===== config.mk =====
export PLATFORM = sky130hd
export DESIGN_NAME = id_ex_stage
export DESIGN_NICKNAME = d
export VERILOG_FILES = /design/src/rtl/id_ex_stage.sv
export SDC_FILE = /design/constraint.sdc
export NUM_CORES = 1
export LEC_CHECK = 0
export CAP_MARGIN = 10
export CORE_AREA = 8 8 161 163
export CTS_BUF_LIST = sky130_fd_sc_hd__clkbuf_4 sky130_fd_sc_hd__clkbuf_8
export DETAILED_ROUTE_END_ITERATION = 6
export DIE_AREA = 0 0 169 171
export PLACE_DENSITY_LB_ADDON = 0.05
export SETUP_SLACK_MARGIN = 0.2
export SLEW_MARGIN = 20
export SYNTH_ARGS = -nofsm -noshare
export SYNTH_HDL_FRONTEND = slang
export SYNTH_SLANG_ARGS = --single-unit

===== constraint.sdc =====
create_clock -name clk -period 2.6 [get_ports clk]
set_input_delay 0.26 -clock clk [delete_from_list [all_inputs] [get_ports clk]]
set_output_delay 0.26 -clock clk [all_outputs]
set_load 0.05 [all_outputs]

===== src/rtl/id_ex_stage.sv =====
// ID/EX pipeline register for the ARMv8 pipeline.
// Decodes the ALU mode and operands, then registers them with the EX/MEM
// control bits. Supports stall (hold), flush (bubble) and illegal squashing.
module id_ex_stage (
    input  logic        clk,
    input  logic        rst_n,
    input  logic        stall,
    input  logic        flush,
    input  logic        in_valid,
    input  logic [10:0] opcode,
    input  logic [4:0]  rd,
    input  logic [63:0] rn_data,
    input  logic [63:0] rm_data,
    input  logic [63:0] imm,
    input  logic        alu_src,
    input  logic        reg_write,
    input  logic        mem_read,
    input  logic        mem_write,
    input  logic        mem_to_reg,
    input  logic        branch,
    input  logic [1:0]  alu_op,
    output logic        ex_valid,
    output logic [63:0] alu_a,
    output logic [63:0] alu_b,
    output logic [3:0]  alu_mode,
    output logic [4:0]  ex_rd,
    output logic [63:0] ex_store_data,
    output logic        ex_reg_write,
    output logic        ex_mem_read,
    output logic        ex_mem_write,
    output logic        ex_mem_to_reg,
    output logic        ex_branch,
    output logic        illegal
);

    // All pipeline state in one record so a bubble is a single all-zero value.
    typedef struct packed {
        logic        valid;
        logic [63:0] a;
        logic [63:0] b;
        logic [3:0]  mode;
        logic [4:0]  rd;
        logic [63:0] store_data;
        logic        reg_write;
        logic        mem_read;
        logic        mem_write;
        logic        mem_to_reg;
        logic        branch;
    } ex_regs_t;

    localparam ex_regs_t BUBBLE = '0;

    localparam logic [3:0] MODE_AND  = 4'b0000;
    localparam logic [3:0] MODE_OR   = 4'b0001;
    localparam logic [3:0] MODE_ADD  = 4'b0010;
    localparam logic [3:0] MODE_LSL  = 4'b0011;
    localparam logic [3:0] MODE_LSR  = 4'b0100;
    localparam logic [3:0] MODE_SUB  = 4'b0110;
    localparam logic [3:0] MODE_PASB = 4'b0111;

    // Returns {legal, shift, mode[3:0]} for a main-control class and opcode.
    function automatic logic [5:0] decode_alu(input logic [1:0] op, input logic [10:0] opc);
        logic [5:0] r;
        r = {1'b0, 1'b0, 4'b0000};
        case (op)
            2'b00: r = {1'b1, 1'b0, MODE_ADD};
            2'b01: r = {1'b1, 1'b0, MODE_PASB};
            2'b10: begin
                case (opc)
                    11'b10001011000: r = {1'b1, 1'b0, MODE_ADD};
                    11'b11001011000: r = {1'b1, 1'b0, MODE_SUB};
                    11'b10001010000: r = {1'b1, 1'b0, MODE_AND};
                    11'b10101010000: r = {1'b1, 1'b0, MODE_OR};
                    11'b11010011011: r = {1'b1, 1'b1, MODE_LSL};
                    11'b11010011010: r = {1'b1, 1'b1, MODE_LSR};
                    default:         r = {1'b0, 1'b0, 4'b0000};
                endcase
            end
            2'b11: begin
                case (opc[10:1])
                    10'b1001000100: r = {1'b1, 1'b0, MODE_ADD};
                    10'b1101000100: r = {1'b1, 1'b0, MODE_SUB};
                    default:        r = {1'b0, 1'b0, 4'b0000};
                endcase
            end
            default: r = {1'b0, 1'b0, 4'b0000};
        endcase
        return r;
    endfunction

    ex_regs_t ex_q;
    ex_regs_t ex_d;
    ex_regs_t load_s;
    logic     illegal_q;
    logic     illegal_d;
    logic     legal_s;
    logic     shift_s;
    logic [3:0] mode_s;

    // Decode the incoming instruction into the record it would load.
    always_comb begin
        {legal_s, shift_s, mode_s} = decode_alu(alu_op, opcode);
        load_s            = BUBBLE;
        load_s.valid      = 1'b1;
        load_s.a          = rn_data;
        load_s.mode       = mode_s;
        load_s.rd         = rd;
        load_s.store_data = rm_data;
        load_s.reg_write  = reg_write;
        load_s.mem_read   = mem_read;
        load_s.mem_write  = mem_write;
        load_s.mem_to_reg = mem_to_reg;
        load_s.branch     = branch;
        if (shift_s) begin
            // Shifts take their amount from the immediate's shamt field only.
            load_s.b = {58'd0, imm[5:0]};
        end else if (alu_src) begin
            load_s.b = imm;
        end else begin
            load_s.b = rm_data;
        end
    end

    // Next-state priority: flush, stall, empty slot, illegal squash, load.
    always_comb begin
        ex_d      = ex_q;
        illegal_d = 1'b0;
        if (flush) begin
            ex_d = BUBBLE;
        end else if (stall) begin
            ex_d = ex_q;
        end else if (!in_valid) begin
            ex_d = BUBBLE;
        end else if (!legal_s) begin
            ex_d      = BUBBLE;
            illegal_d = 1'b1;
        end else begin
            ex_d = load_s;
        end
    end

    // Pipeline registers with synchronous active-low reset to the bubble.
    always_ff @(posedge clk) begin
        if (!rst_n) begin
            ex_q      <= BUBBLE;
            illegal_q <= 1'b0;
        end else begin
            ex_q      <= ex_d;
            illegal_q <= illegal_d;
        end
    end

    assign ex_valid      = ex_q.valid;
    assign alu_a         = ex_q.a;
    assign alu_b         = ex_q.b;
    assign alu_mode      = ex_q.mode;
    assign ex_rd         = ex_q.rd;
    assign ex_store_data = ex_q.store_data;
    assign ex_reg_write  = ex_q.reg_write;
    assign ex_mem_read   = ex_q.mem_read;
    assign ex_mem_write  = ex_q.mem_write;
    assign ex_mem_to_reg = ex_q.mem_to_reg;
    assign ex_branch     = ex_q.branch;
    assign illegal       = illegal_q;

endmodule


# Yosys cells after proc, flatten, opt, wreduce, memory -nomap -nowiden
# Cells that the tools add are included.
[totals] input_bits=221 regBits=208 elab_cells=36 out_inout_bits=208
[classes] n_bitwise=2 n_reduce_logical=3 mux=8 n_eq_ne=11
[ops] op="$mux 207" n=2
[ops] op="$mux 64" n=2
[ops] op="$eq 11x11->1 const B" n=6
[ops] op="$pmux 6 s6" n=1
[ops] op="$pmux 6 s4" n=1
[ops] op="$eq 10x10->1 const B" n=2
[ops] op="$pmux 6 s2" n=1
[ops] op="$eq 2x2->1 const B" n=2
[ops] op="$reduce_or 4->1" n=1
[ops] op="$eq 2x1->1 const B" n=1
[ops] op="$logic_not 2->1" n=1
[ops] op="$not 1->1" n=2
[ops] op="$reduce_or 2->1" n=1
[ops] op="$mux 1" n=1

# Depth between registers and ports, before layout
# Gate-level depths: netlist (run 1).
[depth] depth_word=6 ltp_mapped=6 depth_no_buf=4

# Worst setup path before layout (run 1)
# OpenSTA, ideal clock, no wires.
[synth_timing] kind="input to register" from="input port stall" to="register ex_q, in the netlist alu_b[53]" setup_ns=0.067 arrival_ns=1.601 path_stages=5 n_path_buf=2 path_slack_ns=0.932 cell_sequence="or4bb_1 -> or3_4 -> buf_6 -> buf_6 -> o21ai_2"
[synth_rtl] element="start: declaration" line_no="7" rtl="input logic stall,"
[synth_rtl] element="end signal: assignment" line_no="145" rtl="ex_q <= BUBBLE;"
[synth_rtl] element="end signal: assignment" line_no="148" rtl="ex_q <= ex_d;"
[synth_rtl] element="end: declaration" line_no="91" rtl="ex_regs_t ex_q;"

# Worst setup path in the final report (run 1)
[layout_timing] from="register ex_q, in the netlist alu_mode[2]" to="output port alu_mode[2]"
[layout_rtl] element="end: declaration" line_no="25" rtl="output logic [3:0] alu_mode,"
# No word-level cell between the ends.

==> flow_metrics.env, run 1 <==
export IMPL_rows=56
export IMPL_antenna_found_initial=1
export IMPL_dieArea_um2=28900
export IMPL_cts_hold_buf=0
export IMPL_first_pass_iters=4
export IMPL_grt_max_degree=76
export IMPL_place_gp_congestion=0.808
export IMPL_die_y_um=171
export IMPL_syn_inst=622
export IMPL_worstPathArrival_ns=1.76
export IMPL_drt_iter0_drc=389
export IMPL_place_hpwl_um=21400
export IMPL_grt_pass1_wl_um=42000
export IMPL_hold_path_class="in2reg"
export IMPL_finalCriticalPeriod_ns=2.02
export IMPL_synth_compound_area_share_pct=23.9
export IMPL_ys_seq_elements=207
export IMPL_netlist_cell_type_count=37
export IMPL_tns_ns=0
export IMPL_cts_resized=0
export IMPL_io_buffers=427
export IMPL_fmax_ghz=0.495
export IMPL_required_ns=2.34
export IMPL_drv_slew=0
export IMPL_antenna_cells=0
export IMPL_status="complete, no violations"
export IMPL_syn2layout_area_growth_pct=76.2
export IMPL_start_util_pct=30.8
export IMPL_critPathBufInv=1
export IMPL_io_pins=429
export IMPL_drive_above_1_share_pct=9.84
export IMPL_power_density_nw_per_um2=581
export IMPL_avgSynthCellArea_um2=11.5
export IMPL_nets=1274
export IMPL_worstPathMaxFanout=2
export IMPL_relSlewSlack_pct=57.1
export IMPL_ys_top_cells_by_area="dfxtp_1, a22o_1, mux2i_1"
export IMPL_via_per_inst=4.67
export IMPL_synth_top_family_by_area="compound AO/OA/AOI/OAI gates"
export IMPL_synth_area_um2=7160
export IMPL_worstSetupEndpointType="output pin"
export IMPL_yosysWarnings=0
export IMPL_cts_sinks=207
export IMPL_ys_seq_area_share_pct=57.9
export IMPL_cts_made_buffers=38
export IMPL_cp_top_family="buffers and inverters"
export IMPL_core_um2=23300
export IMPL_post_cts_buffers=0
export IMPL_cap_violations=0
export IMPL_slowest_delay_ns=0.90
export IMPL_clkLatencyLatePin_ns=0.51
export IMPL_wirelength_um=28900
export IMPL_synthMuxAreaShare_pct=9.19
export IMPL_grt_pass1_vias=6763
export IMPL_worst_pin_slew_ns=0.641
export IMPL_route_detailed_drc=0
export IMPL_die_w_um=169
export IMPL_synth_nets=843
export IMPL_ant_nets=0
export IMPL_fin_skew_ns=0
export IMPL_vias=6513
export IMPL_synthSimpleGateAreaFrac_pct=5.26
export IMPL_yosys_area_share_xor_xnor_pct=0
export IMPL_grtUsageTotal_pct=18.9
export IMPL_cp_start_kind="flip-flop"
export IMPL_synth_top_area_share_pct=57.9
export IMPL_worst_path_max_delay_cell="clkdlybuf4s50_1"
export IMPL_htree_levels=2
export IMPL_yosysTopAreaCell="dfxtp_1"
export IMPL_period_share_pct=77.7
export IMPL_cts_reportedPaths_clkPinSlew_ns=0.06
export IMPL_finalPower_uw=7330
export IMPL_cts_root_buffer="clkbuf_8"
export IMPL_hold_viol_final=0
export IMPL_synth_fa_ha_area_share_pct=0
export IMPL_rsz0062_at_grt="no"
export IMPL_clk_path_buf_depth=3
export IMPL_vdd_ir_drop_max_uv=297
export IMPL_critical_path_class="reg2out"
export IMPL_cp_cell_sequence="clkdlybuf4s50_1"
export IMPL_routedWlPerCell_um=20.7
export IMPL_cellLeakagePower_uw=0.00485
export IMPL_final_setup_viol_count=0
export IMPL_cts_tree="done"
export IMPL_grt_overflow=0
path summary, 6_finish.rpt:
path	start	slack [ns]	cells after the start	to
min reg2reg	alu_b[43]$_SDFFE_PP0N_	0.45	2	alu_b[43]$_SDFFE_PP0N_
min	rn_data[29]	0.35	2	alu_a[29]$_SDFFE_PP0N_
max	alu_mode[2]$_SDFFE_PP0N_	0.58	1	alu_mode[2]
max reg2reg	ex_store_data[51]$_SDFFE_PP0N_	1.96	1	ex_store_data[51]$_SDFFE_PP0N_
power breakdown:
part / switching (uW) / internal (uW)
registers: 25.0 / 3220
clock network: 1310 / 1890
logic: 402 / 476
total: 1740 / 5590
routing by layer:
layer / wire [um] / share of wire (%) / track usage [%]
met5: 13 / 0.045 / 0
met4: 589 / 2.0 / 5.58
met3: 3060 / 11 / 8.37
met2: 14100 / 49 / 32.2
met1: 11100 / 39 / 21.0
cell usage after synthesis, drive strengths merged:
master / n
and4b: 1
a22o: 146
o221ai: 2
conb: 1
a311oi: 1
a21oi: 1
a41oi: 1
or3: 1
and4bb: 2
a32o: 1
clkbuf: 32
and3b: 1
nand4: 2
mux2: 6
dfxtp: 207
nor3: 1
nor3b: 1
a21o: 1
or4bb: 1
o21ai: 59
o211ai: 1
a31oi: 1
nor2b: 2
nand3: 2
inv: 3
nor4bb: 1
nor4b: 1
nand2: 60
a211oi: 1
nor2: 1
a31o: 1
buf: 21
mux2i: 59
layout by cell type, fill, tap and decap left out, types with 10 or more instances in the layout:
cell,n
clkdlybuf4s50_1,426
dfxtp_1,207
a22o_1,146
nand2_1,60
mux2i_1,59
clkbuf_8,47
o21ai_0,39
clkbuf_4,12
o21ai_2,10
o21ai_1,10
cell families after synthesis:
kind of cell | count (synthesis)
compound gates | 216
buf+inv | 56
flops | 207
mux | 65
other cells | 1
simple gates | 77
cell type report:
class                           instances  area (um2)
Fill cell                            2143       10600
Clock buffer                           59         737
Timing Repair Buffer                  444        4510
Sequential cell                       207        4140
Clock inverter                          5        50.0
Tap cell                              319         399
Inverter                                3        11.3
Multi-Input combinational cell        359        2760
per-stage QoR:
step	setup WS, ns	hold slack, ns	instances	area (um2)	utilization [%]
2_1_floorplan	0.932	0.393	622	7160	-
3_3_place_gp	0.295	0.433	1332	11800	50.8
3_5_place_dp	0.251	0.438	1332	11800	50.8
4_1_cts	0.547	0.302	1396	12600	54.2
5_1_grt	0.508	0.311	1396	12600	54.2
6_report	0.581	0.346	1396	12600	54.2
Note: power is estimated with default switching activity, not from simulation.
==> run 2, diff against run 1 <==
==> constraint.sdc (replaced) <==
create_clock -name clk -period 1.9 [get_ports clk]
set_input_delay 0.19 -clock clk [delete_from_list [all_inputs] [get_ports clk]]
set_output_delay 0.19 -clock clk [all_outputs]
set_load 0.05 [all_outputs]
==> run 2 against run 1 <==
Effect of this change:
- critical path depth rose by 5
- hold slack got worse by 0.077 ns
- core utilization fell by 0.43 points
- clock skew did not move
- global-route usage barely moved
- sequential share of layout area rose by 0.26 points
==> flow_metrics.env, run 2 (synthesis gave the netlist of run 1 again) <==
export IMPL_syn2layout_area_growth_pct=74.8
export IMPL_vdd_ir_drop_max_uv=443
export IMPL_cap_violations=0
export IMPL_required_ns=2.34
export IMPL_tns_ns=0
export IMPL_grtUsageTotal_pct=18.9
export IMPL_core_um2=23300
export IMPL_worst_pin_slew_ns=0.583
export IMPL_drv_slew=0
export IMPL_cts_made_buffers=38
export IMPL_place_inst=1352
export IMPL_drt_iter0_drc=354
export IMPL_period_share_pct=85.9
export IMPL_grt_pass1_vias=6949
export IMPL_rows=56
export IMPL_cts_tree="done"
export IMPL_clk_path_buf_depth=3
export IMPL_io_buffers=427
export IMPL_crit_path_start="opcode[1]"
export IMPL_whs_ns=0.269
export IMPL_fin_util_pct=53.8
export IMPL_worstSetupEndpointType="flip-flop"
export IMPL_vias=6570
export IMPL_dieArea_um2=28900
export IMPL_antenna_found_initial=2
export IMPL_fmax_ghz=0.613
export IMPL_nFillCells=2265
export IMPL_worstPathArrival_ns=2.07
export IMPL_final_setup_viol_count=0
export IMPL_routedWlPerCell_um=20.4
export IMPL_fin_skew_ns=0
export IMPL_final_cell_mix="clkdlybuf4s50_1, dfxtp_1, dlygate4sd2_1, a22o_1, nand2_1"
export IMPL_drive_above_1_share_pct=11.9
export IMPL_critical_path_class="in2reg"
export IMPL_finalCriticalPeriod_ns=1.63
export IMPL_via_per_inst=4.65
export IMPL_power_density_nw_per_um2=781
export IMPL_hold_viol_final=0
export IMPL_fin_cells=1413
export IMPL_cts_reportedPaths_clkPinSlew_ns=0.06
export IMPL_die_w_um=169
export IMPL_layout_commonest_cell="clkdlybuf4s50_1"
export IMPL_status="complete, no violations"
export IMPL_grt_max_degree=59
export IMPL_clkLatencyLatePin_ns=0.51
export IMPL_cp_start_kind="input port"
export IMPL_cts_hold_buf=0
export IMPL_cellLeakagePower_uw=0.00590
export IMPL_route_detailed_drc=0
export IMPL_grt_pass1_wl_um=42100
export IMPL_hold_path_class="in2reg"
export IMPL_cts_sinks=207
export IMPL_io_pins=429
export IMPL_first_pass_iters=4
export IMPL_htree_levels=2
export IMPL_place_hpwl_um=21400
export IMPL_grt_overflow=0
export IMPL_min_from="rn_data[19]"
export IMPL_start_util_pct=30.8
export IMPL_cts_root_buffer="clkbuf_8"
export IMPL_relSlewSlack_pct=61.3
export IMPL_ant_nets=0
export IMPL_rsz0062_at_grt="yes"
export IMPL_place_gp_congestion=0.748
export IMPL_die_y_um=171
export IMPL_nets=1294
export IMPL_worstPathMaxFanout=31
export IMPL_r2r_start="alu_a[55]$_SDFFE_PP0N_"
export IMPL_wirelength_um=28800
run 2: cell count changes in the layout (fill, tap and decap cells not counted), sizes merged:
cell           change
clkdlybuf4s15      +2
bufinv             -1
clkdlybuf4s50    -207
dlygate4sd2      +200
clkinv             -3
buf               +24
diode              +1
clkbuf             +1
run 2: final timing paths:
check / end / slack [ns] / cells after the start
hold reg to reg: alu_b[10]$_SDFFE_PP0N_ / 0.44 / 2
setup / recovery: alu_b[22]$_SDFFE_PP0N_ / 0.27 / 6
setup reg to reg: alu_a[55]$_SDFFE_PP0N_ / 1.25 / 1
hold / removal: alu_a[19]$_SDFFE_PP0N_ / 0.27 / 2
run 2: final cells by class:
cell class                      count  area (um2)  area share, %
Timing Repair Buffer              464        4460           35.6
Sequential cell                   207        4140           33.1
Tap cell                          319         399           3.19
Antenna cell                        1        2.50         0.0200
Multi-Input combinational cell    359        2770           22.2
Clock inverter                      1        5.00         0.0400
Clock buffer                       59         718           5.74
Inverter                            3        11.3         0.0900
run 2: worst max-delay path, cell delays in order:
cell             delay [ns]
clkdlybuf4s50_1        0.48
nor4b_4                0.34
a311oi_2               0.19
or3_4                  0.46
buf_12                 0.19
o21ai_0                0.19
run 2: stage by stage:
| step | total power [uW] | worst slack (ns) | instance area [um2] |
|---|---|---|---|
| floorplan | 5030 | 0.302 | 7160 |
| global placement | 5770 | -0.274 | 12000 |
| detailed placement | 5780 | -0.311 | 12000 |
| CTS | 9960 | 0.191 | 12500 |
| global route | 10200 | 0.197 | 12500 |
| finish | 9770 | 0.268 | 12500 |
run 2: routing by layer:
metal | global-route usage (%) | part of all wire [%]
met3 | 8.41 | 11
met4 | 7.89 | 3.2
met2 | 31.4 | 48
met1 | 20.7 | 38
met5 | 0 | 0.045
run 2: timing repair:
item / 4_1_cts / 5_1_grt
gates resized for setup: 204 / 6
gates cloned: 0 / 0
buffers inserted: 0 / 0
hold endpoints to repair: 0 / 0
setup endpoints to repair: 203 / 37
run 2: power breakdown:
group | internal (uW) | switching (uW)
combinational | 637 | 555
sequential | 4410 | 31.7
clock | 2370 | 1770
